## src/rtl/cpu_fetch_pkg.sv

```systemverilog
// Shared fetch-stage types and constants.
// State encoding, PC increment, default reset PC and memory-wait timeout.
package cpu_fetch_pkg;

  typedef enum logic [1:0] {
    S_IDLE  = 2'd0,
    S_REQ   = 2'd1,
    S_VALID = 2'd2,
    S_HALT  = 2'd3
  } fetch_state_e;

  localparam int          PC_INC       = 4;
  localparam logic [31:0] DEF_RESET_PC = 32'h0000_0000;
  localparam int          DEF_TIMEOUT  = 16;

endpackage

```

## src/rtl/pc_adder_32bit.sv

```systemverilog
// Plain bit_size-wide adder, carry out dropped (wraps).
// Used for PC+4; the branch-target path can reuse it.
module pc_adder_32bit #(
  parameter int bit_size = 32
) (
  input  logic [bit_size-1:0] a,
  input  logic [bit_size-1:0] b,
  output logic [bit_size-1:0] sum
);

  // Truncating add: 0xFFFF_FFFC + 4 wraps to 0.
  always_comb begin
    sum = a + b;
  end

endmodule

```

## src/rtl/pc_fetch_unit.sv

```systemverilog
// Fetch stage: PC register, imem request/ready handshake, registered Instr.
// Optional macro PC_ALIGN_CHECK_EN: trap misaligned NextPC into S_HALT.
module pc_fetch_unit
  import cpu_fetch_pkg::*;
#(
  parameter int                 bit_size = 32,
  parameter logic [bit_size-1:0] RESET_PC = bit_size'(DEF_RESET_PC),
  parameter int                 TIMEOUT  = DEF_TIMEOUT
) (
  input  logic                clk,
  input  logic                rst,
  input  logic [bit_size-1:0] NextPC,
  input  logic                Stall,
  output logic                IM_Req,
  output logic [bit_size-1:0] IM_Addr,
  input  logic                IM_Ready,
  input  logic [bit_size-1:0] IM_RData,
  output logic [bit_size-1:0] PC,
  output logic [bit_size-1:0] PC4Out,
  output logic [bit_size-1:0] Instr,
  output logic                InstrValid,
  output logic                FetchTimeout,
  output logic                MisalignErr
);

  localparam int CW = $clog2(TIMEOUT + 2);
  localparam logic [CW-1:0] TMAX = CW'(TIMEOUT);
  localparam logic [bit_size-1:0] INC_W = bit_size'(PC_INC);

  fetch_state_e        state_q, state_d;
  logic [bit_size-1:0] pc_q, pc_d;
  logic [bit_size-1:0] instr_q, instr_d;
  logic                valid_q, valid_d;
  logic [CW-1:0]       wcnt_q, wcnt_d;
  logic                tmo_q, tmo_d;
  logic                req;

`ifdef PC_ALIGN_CHECK_EN
  logic                mis_q, mis_d;
`else
  localparam logic [bit_size-1:0] ALIGN_MASK = ~bit_size'(3);
`endif

  pc_adder_32bit #(
    .bit_size(bit_size)
  ) u_pc4 (
    .a  (pc_q),
    .b  (INC_W),
    .sum(PC4Out)
  );

  // Next-state, handshake and PC-load logic.
  always_comb begin
    state_d = state_q;
    pc_d    = pc_q;
    instr_d = instr_q;
    valid_d = valid_q;
    wcnt_d  = wcnt_q;
    tmo_d   = tmo_q;
    req     = 1'b0;
`ifdef PC_ALIGN_CHECK_EN
    mis_d   = mis_q;
`endif
    unique case (state_q)
      S_IDLE: begin
        state_d = S_REQ;
      end
      S_REQ: begin
        req = 1'b1;
        if (IM_Ready) begin
          instr_d = IM_RData;
          valid_d = 1'b1;
          wcnt_d  = '0;
          state_d = S_VALID;
        end else begin
          if (wcnt_q != TMAX) begin
            wcnt_d = wcnt_q + CW'(1);
          end
          if (wcnt_d == TMAX) begin
            tmo_d = 1'b1;
          end
        end
      end
      S_VALID: begin
        if (valid_q && !Stall) begin
          valid_d = 1'b0;
`ifdef PC_ALIGN_CHECK_EN
          if (NextPC[1:0] != 2'b00) begin
            mis_d   = 1'b1;
            state_d = S_HALT;
          end else begin
            pc_d    = NextPC;
            state_d = S_REQ;
          end
`else
          pc_d    = NextPC & ALIGN_MASK;
          state_d = S_REQ;
`endif
        end
      end
      S_HALT: begin
        state_d = S_HALT;
      end
    endcase
  end

  // State registers; reset abandons any outstanding request.
  always_ff @(posedge clk or negedge rst) begin
    if (!rst) begin
      state_q <= S_IDLE;
      pc_q    <= RESET_PC;
      instr_q <= '0;
      valid_q <= 1'b0;
      wcnt_q  <= '0;
      tmo_q   <= 1'b0;
    end else begin
      state_q <= state_d;
      pc_q    <= pc_d;
      instr_q <= instr_d;
      valid_q <= valid_d;
      wcnt_q  <= wcnt_d;
      tmo_q   <= tmo_d;
    end
  end

`ifdef PC_ALIGN_CHECK_EN
  // Sticky misalignment flag, cleared only by reset.
  always_ff @(posedge clk or negedge rst) begin
    if (!rst) begin
      mis_q <= 1'b0;
    end else begin
      mis_q <= mis_d;
    end
  end

  assign MisalignErr = mis_q;
`else
  assign MisalignErr = 1'b0;
`endif

  assign IM_Req       = req;
  assign IM_Addr      = pc_q;
  assign PC           = pc_q;
  assign Instr        = instr_q;
  assign InstrValid   = valid_q;
  assign FetchTimeout = tmo_q;

endmodule

```

## config.mk

```make
export PLATFORM = sky130hd
export DESIGN_NAME = pc_fetch_unit
export DESIGN_NICKNAME = d
export VERILOG_FILES = /design/src/rtl/cpu_fetch_pkg.sv /design/src/rtl/pc_adder_32bit.sv /design/src/rtl/pc_fetch_unit.sv
export SDC_FILE = /design/constraint.sdc
export NUM_CORES = 1
export LEC_CHECK = 0
export ABC_AREA = 1
export ABC_CLOCK_PERIOD_IN_PS = 2300
export CAP_MARGIN = 20
export CORE_MARGIN = 10
export CORE_UTILIZATION = 40
export CTS_BUF_LIST = sky130_fd_sc_hd__clkbuf_16
export CTS_CLUSTER_DIAMETER = 30
export DETAILED_ROUTE_END_ITERATION = 8
export PLACE_DENSITY_LB_ADDON = 0.12
export SLEW_MARGIN = 5
export SYNTH_ARGS = -nofsm -noshare
export SYNTH_HDL_FRONTEND = slang
export SYNTH_HIERARCHICAL = 1
export SYNTH_SLANG_ARGS = --single-unit
```

## constraint.sdc

```tcl
create_clock -name clk -period 2.3 [get_ports clk]
set_input_delay 0.575 -clock clk [delete_from_list [all_inputs] [get_ports clk]]
set_output_delay 0.575 -clock clk [all_outputs]
set_load 0.1 [all_outputs]
```

; Word level (Yosys, flattened, before mapping)
; Cells that the tools add are included.
[totals]
ff_bits = 71
input_bits = 68
out_inout_bits = 132
[op_classes]
addsub = 2
n_eq_ne = 7
n_mux = 11
bitwise = 1
n_reduce_logical = 9
[ops]
columns = cell, count
row1 = "adder 32 x 3 -> 32 bit, second input constant", 1
row2 = 2-to-1 mux 5 bit, 4
row3 = one-hot mux 2 bit (4 select lines), 1
row4 = AND reduction 2 bit, 3
row5 = AND reduction 3 bit, 2
row6 = "adder 5 x 1 -> 5 bit, second input constant", 1
row7 = "equality test 5 bit, second input constant", 1
row8 = "inequality test 5 bit, second input constant", 1
row9 = "equality test 2 bit, second input constant", 2
row10 = 2-to-1 mux 2 bit, 2
row11 = "inequality test 2 bit, second input constant", 2
row12 = 2-to-1 mux 1 bit, 3
row13 = "equality test 2 x 1 -> 1 bit, second input constant", 1
row14 = logical NOT 2 bit, 1
row15 = one-hot mux 1 bit (2 select lines), 1
row16 = nonzero test 2 bit, 1
row17 = logical AND 1 bit, 1
row18 = logical NOT 1 bit, 1
row19 = NOT 1 bit, 1

; Logic depth before layout (Yosys ltp)
[logic_depth]
ltp_word = 6
depth_mapped = 12
ltp_nobuf = 12

; By module
; The synthesis kept the hierarchy.
[by_module_without_submodules]
columns = mod, instances, cells_each, area_each_um2, seq_area_each_um2
row1 = pc_fetch_unit, 1, 364, 3114.2, 1776.7
row2 = pc_adder_32bit, 1, 494, 2384.8, 0.0

; Worst setup path after synthesis
; OpenSTA, ideal clock, no wires.
[synth_path]
kind = flip-flop to output port
from = register pc_q[2], in the netlist IM_Addr[2]
to = output PC4Out[13]
arrival_ps = 3324
path_slack_ps = -1599
path_stages_with_launch = 8
n_path_buf = 0
cell_sequence = dfrtp_1 -> ha_1 -> or2_4 -> nand3_1 -> nand2_1 -> nand2_1 -> nand2_2 -> xor2_1
[synth_between]
elab_chain_cells = 1
[synth_lines]
columns = item, line
row1 = start: declaration, pc_fetch_unit.sv:31  ; logic [bit_size-1:0] pc_q, pc_d;
row2 = start signal: assignment, pc_fetch_unit.sv:118  ; pc_q <= pc_d;
row3 = adder 32 x 3 -> 32 bit, pc_adder_32bit.sv:13  ; sum = a + b;
row4 = end: declaration, pc_fetch_unit.sv:19  ; output logic [bit_size-1:0] PC4Out,
; No other way between the ends.

; Worst setup path in the final report
; Same ends and word-level chain as after synthesis.

==> reports/metrics.cfg <==
[run_status]
failed_checks = negative setup slack
status = complete, but fails checks

[yosys]
main_combinational_cell_family_by_area_after_synthesis = simple AND/OR/NAND/NOR gates
synth_xor_area_share_pct = 2.548
synthDistinctLibCells = 31
synthTopCellsByArea = sky130_fd_sc_hd__dfrtp_1 32%, sky130_fd_sc_hd__nand2_1 29%, sky130_fd_sc_hd__inv_1 8.3%
synth_area_leader_cell = sky130_fd_sc_hd__dfrtp_1
async_reset_ff_share_pct = 100.0
syn_area_per_cell_sq_um = 6.409
dominantRegCellSynth = sky130_fd_sc_hd__dfrtp_1
yosysWarningCount = 6
synth_top_area_share_pct = 32.31
synthMostInstantiatedCell = sky130_fd_sc_hd__nand2_1
post_synth_most_frequent_cells = 422 x sky130_fd_sc_hd__nand2_1, 121 x sky130_fd_sc_hd__inv_1, 71 x sky130_fd_sc_hd__dfrtp_1
synth_compound_area_share_pct = 3.140
synth_area_sq_um = 5499
yosys_register_bits = 71
synthesis.instances = 858
synthAdderAreaFrac_pct = 7.873
post_synth_and_or_nand_nor_area_fraction_pct = 38.98
number_of_enable_type_register_cells_in_the_synthesized_netlist = 0
synth-seq-area-share_pct = 32.31
synthMuxAreaShare_pct = 0

[routing]
vias = 5876
wire_length_per_cell_after_detailed_routing_um = 13.92
drc_violations_left = 0
post_drt_via_cell_ratio = 4.485
drtAntennaViolNets = 0
detail_route.wirelength_um = 18230
drt-initial-drc-count = 224
drtPass1Iterations = 4

[clocking]
cts-root-buf = sky130_fd_sc_hd__clkbuf_16
htree_num_levels = 3
clkSinkCount = 71
cts_clk_pin_slew_worst_paths_ps = 60
cts_tree = yes
cts_inserted_buffers = 9
cts.path.max_buffers = 2
hold_buffers = 0
clk_latency_worst_skew_pair_ps = 330

[placement]
placed_area_sq_um = 8969
port-buffer-count = 190
dp.final_hpwl_um = 14800
gp_congestion = 0.8711

[grt]
grt.met1_usage_pct = 21.60
maximum_number_of_pins_on_one_net_before_global_route_repair = 39
grt_most_used_layer = met2
grtUsageMet2_pct = 32.22
groute.layer.met3.usage_pct = 6.701
grtUsageTotal_pct = 18.74
globalRoute.totalOverflow = 0
first_pass_grt_wire_length_um = 28390
antenna_found_initial = 0
via_count_of_the_first_global_routing_pass = 5925

[setup_path]
crit_type = reg2out
required_ps = 1730
worstSetupStartpointType = register
worstSetupEndpointType = output port
worstRegToRegCells = 6
path_max_fanout = 4
worst_ep_arrival_time_ps = 2050

[floorplan]
dieHeight_um = 137.3
std_cell_rows = 42
core_region_area_sq_um = 13350
initial_utilization_pct = 41.20
die_width_um = 137.3
die_area_sq_um = 18840
i_o_pin_cnt = 200

[finish]
post_route_cells_drive_above_1_share_pct = 38.01
flow.area_growth_from_synthesis_pct = 78.93
insertedDiodeCount = 0
final_cell_area_sq_um = 9839
nNetsFinal = 1231

[timing]
hold_viol = 0
part_of_the_cycle_the_worst_path_needs_pct = 114.3
drv_slew = 0
relSlewSlack_pct = 66.60
finalWorstPathRequiredPeriod_ps = 2629
setup_viol_count_final = 29
tightestPinTransition_ps = 500.9
setup_ws_post_layout_ps = -328.8
max_freq_ghz = 0.3804
grt_setup_unrepaired = true
finClkSkew_ps = 5.111

[hold_path]
timing.hold.worst.class = in2async

[run]
max_cap_violation_count = 0

-- path summary, 6_finish.rpt --
kind	from	to	slack (ps)
max	IM_Addr[2]	PC4Out[13]	-330
min	rst	FetchTimeout	190
max reg2reg	state_q[1]	Instr[24]	870
min reg2reg	Instr[10]	Instr[10]	470
max in group asynchronous	rst	IM_Addr[23]	1510
min in group clk	Instr[10]	Instr[10]	470
-- layout make-up --
class / count / area, sq um
inverter: 128 / 480.5
sequential: 71 / 1863
fill: 1043 / 3508
tap: 176 / 220.2
timing repair buffer: 268 / 2645
clock buffer: 9 / 225.2
clock inverter: 7 / 56.30
multi-input combinational: 651 / 4349
-- what timing repair did --
| action | CTS | global route |
|---|---|---|
| hold endpoints to repair | 0 | 0 |
| pin swaps | 45 | 28 |
| setup buffers | 10 | 4 |
| resized for setup | 64 | 51 |
| setup endpoints to repair | 29 | 30 |
-- critical path: stages (launching register included) --
cell	delay (ps)
sky130_fd_sc_hd__dfrtp_4	500
sky130_fd_sc_hd__ha_4	190
sky130_fd_sc_hd__or2_4	250
sky130_fd_sc_hd__nand3_2	80
sky130_fd_sc_hd__nand2_2	60
sky130_fd_sc_hd__nand2_2	80
sky130_fd_sc_hd__nand2_4	90
sky130_fd_sc_hd__buf_12	140
sky130_fd_sc_hd__xor2_4	140
sky130_fd_sc_hd__buf_12	190
-- cell families after synthesis --
kind of cell	count (synthesis)
AO/OA/AOI/OAI	31
XOR/XNOR	16
other	2
adder cells (fa/ha/maj)	34
AND/OR/NAND/NOR	529
buffers and inverters	175
flip-flops	71
-- stage by stage --
stage	setup WS (ps)	TNS [ps]	hold slack (ps)	utilization (%)	instances
after floorplan	-396.8	-6659	279.4	-	897
after global placement	-35.15	-229.7	448.1	67.19	1284
after detailed placement	-64.14	-424.4	459.3	67.19	1284
after CTS	-328.4	-7784	196.3	72.05	1309
after global routing	-407.3	-9733	216.8	73.72	1310
final	-328.8	-7647	192.5	73.72	1310
-- layer usage --
metal | wire length, um | share of wire [%] | vias up
met4 | 205 | 1.1 | 0
met3 | 1508 | 8.3 | 15
met5 | 0 | 0 | -
li1 | - | - | 3026
met1 | 7484 | 41 | 2692
met2 | 9032 | 50 | 143
-- state kept, by name, summed over array words and instances (netlist names) --
register	flops
FetchTimeout	1
IM_Addr	30
Instr	32
InstrValid	1
state_q	2
wcnt_q	5
-- layout by cell type (no fill, tap or decap), drive strengths merged, types with 4 or more instances in the layout --
master         instances
nor3                   6
inv                  130
dfrtp                 71
conb                  41
buf                  204
nand4                  4
clkbuf                 9
clkinv                 4
nor2                  51
nand2                436
clkdlybuf4s50         64
ha                    33
xor2                  14
a21oi                 20
o21ai                  4
nand3                 31
Power is left out: the tool's default activity adds up to more than one toggle a clock period on the data nets, which glitch-free logic cannot reach.
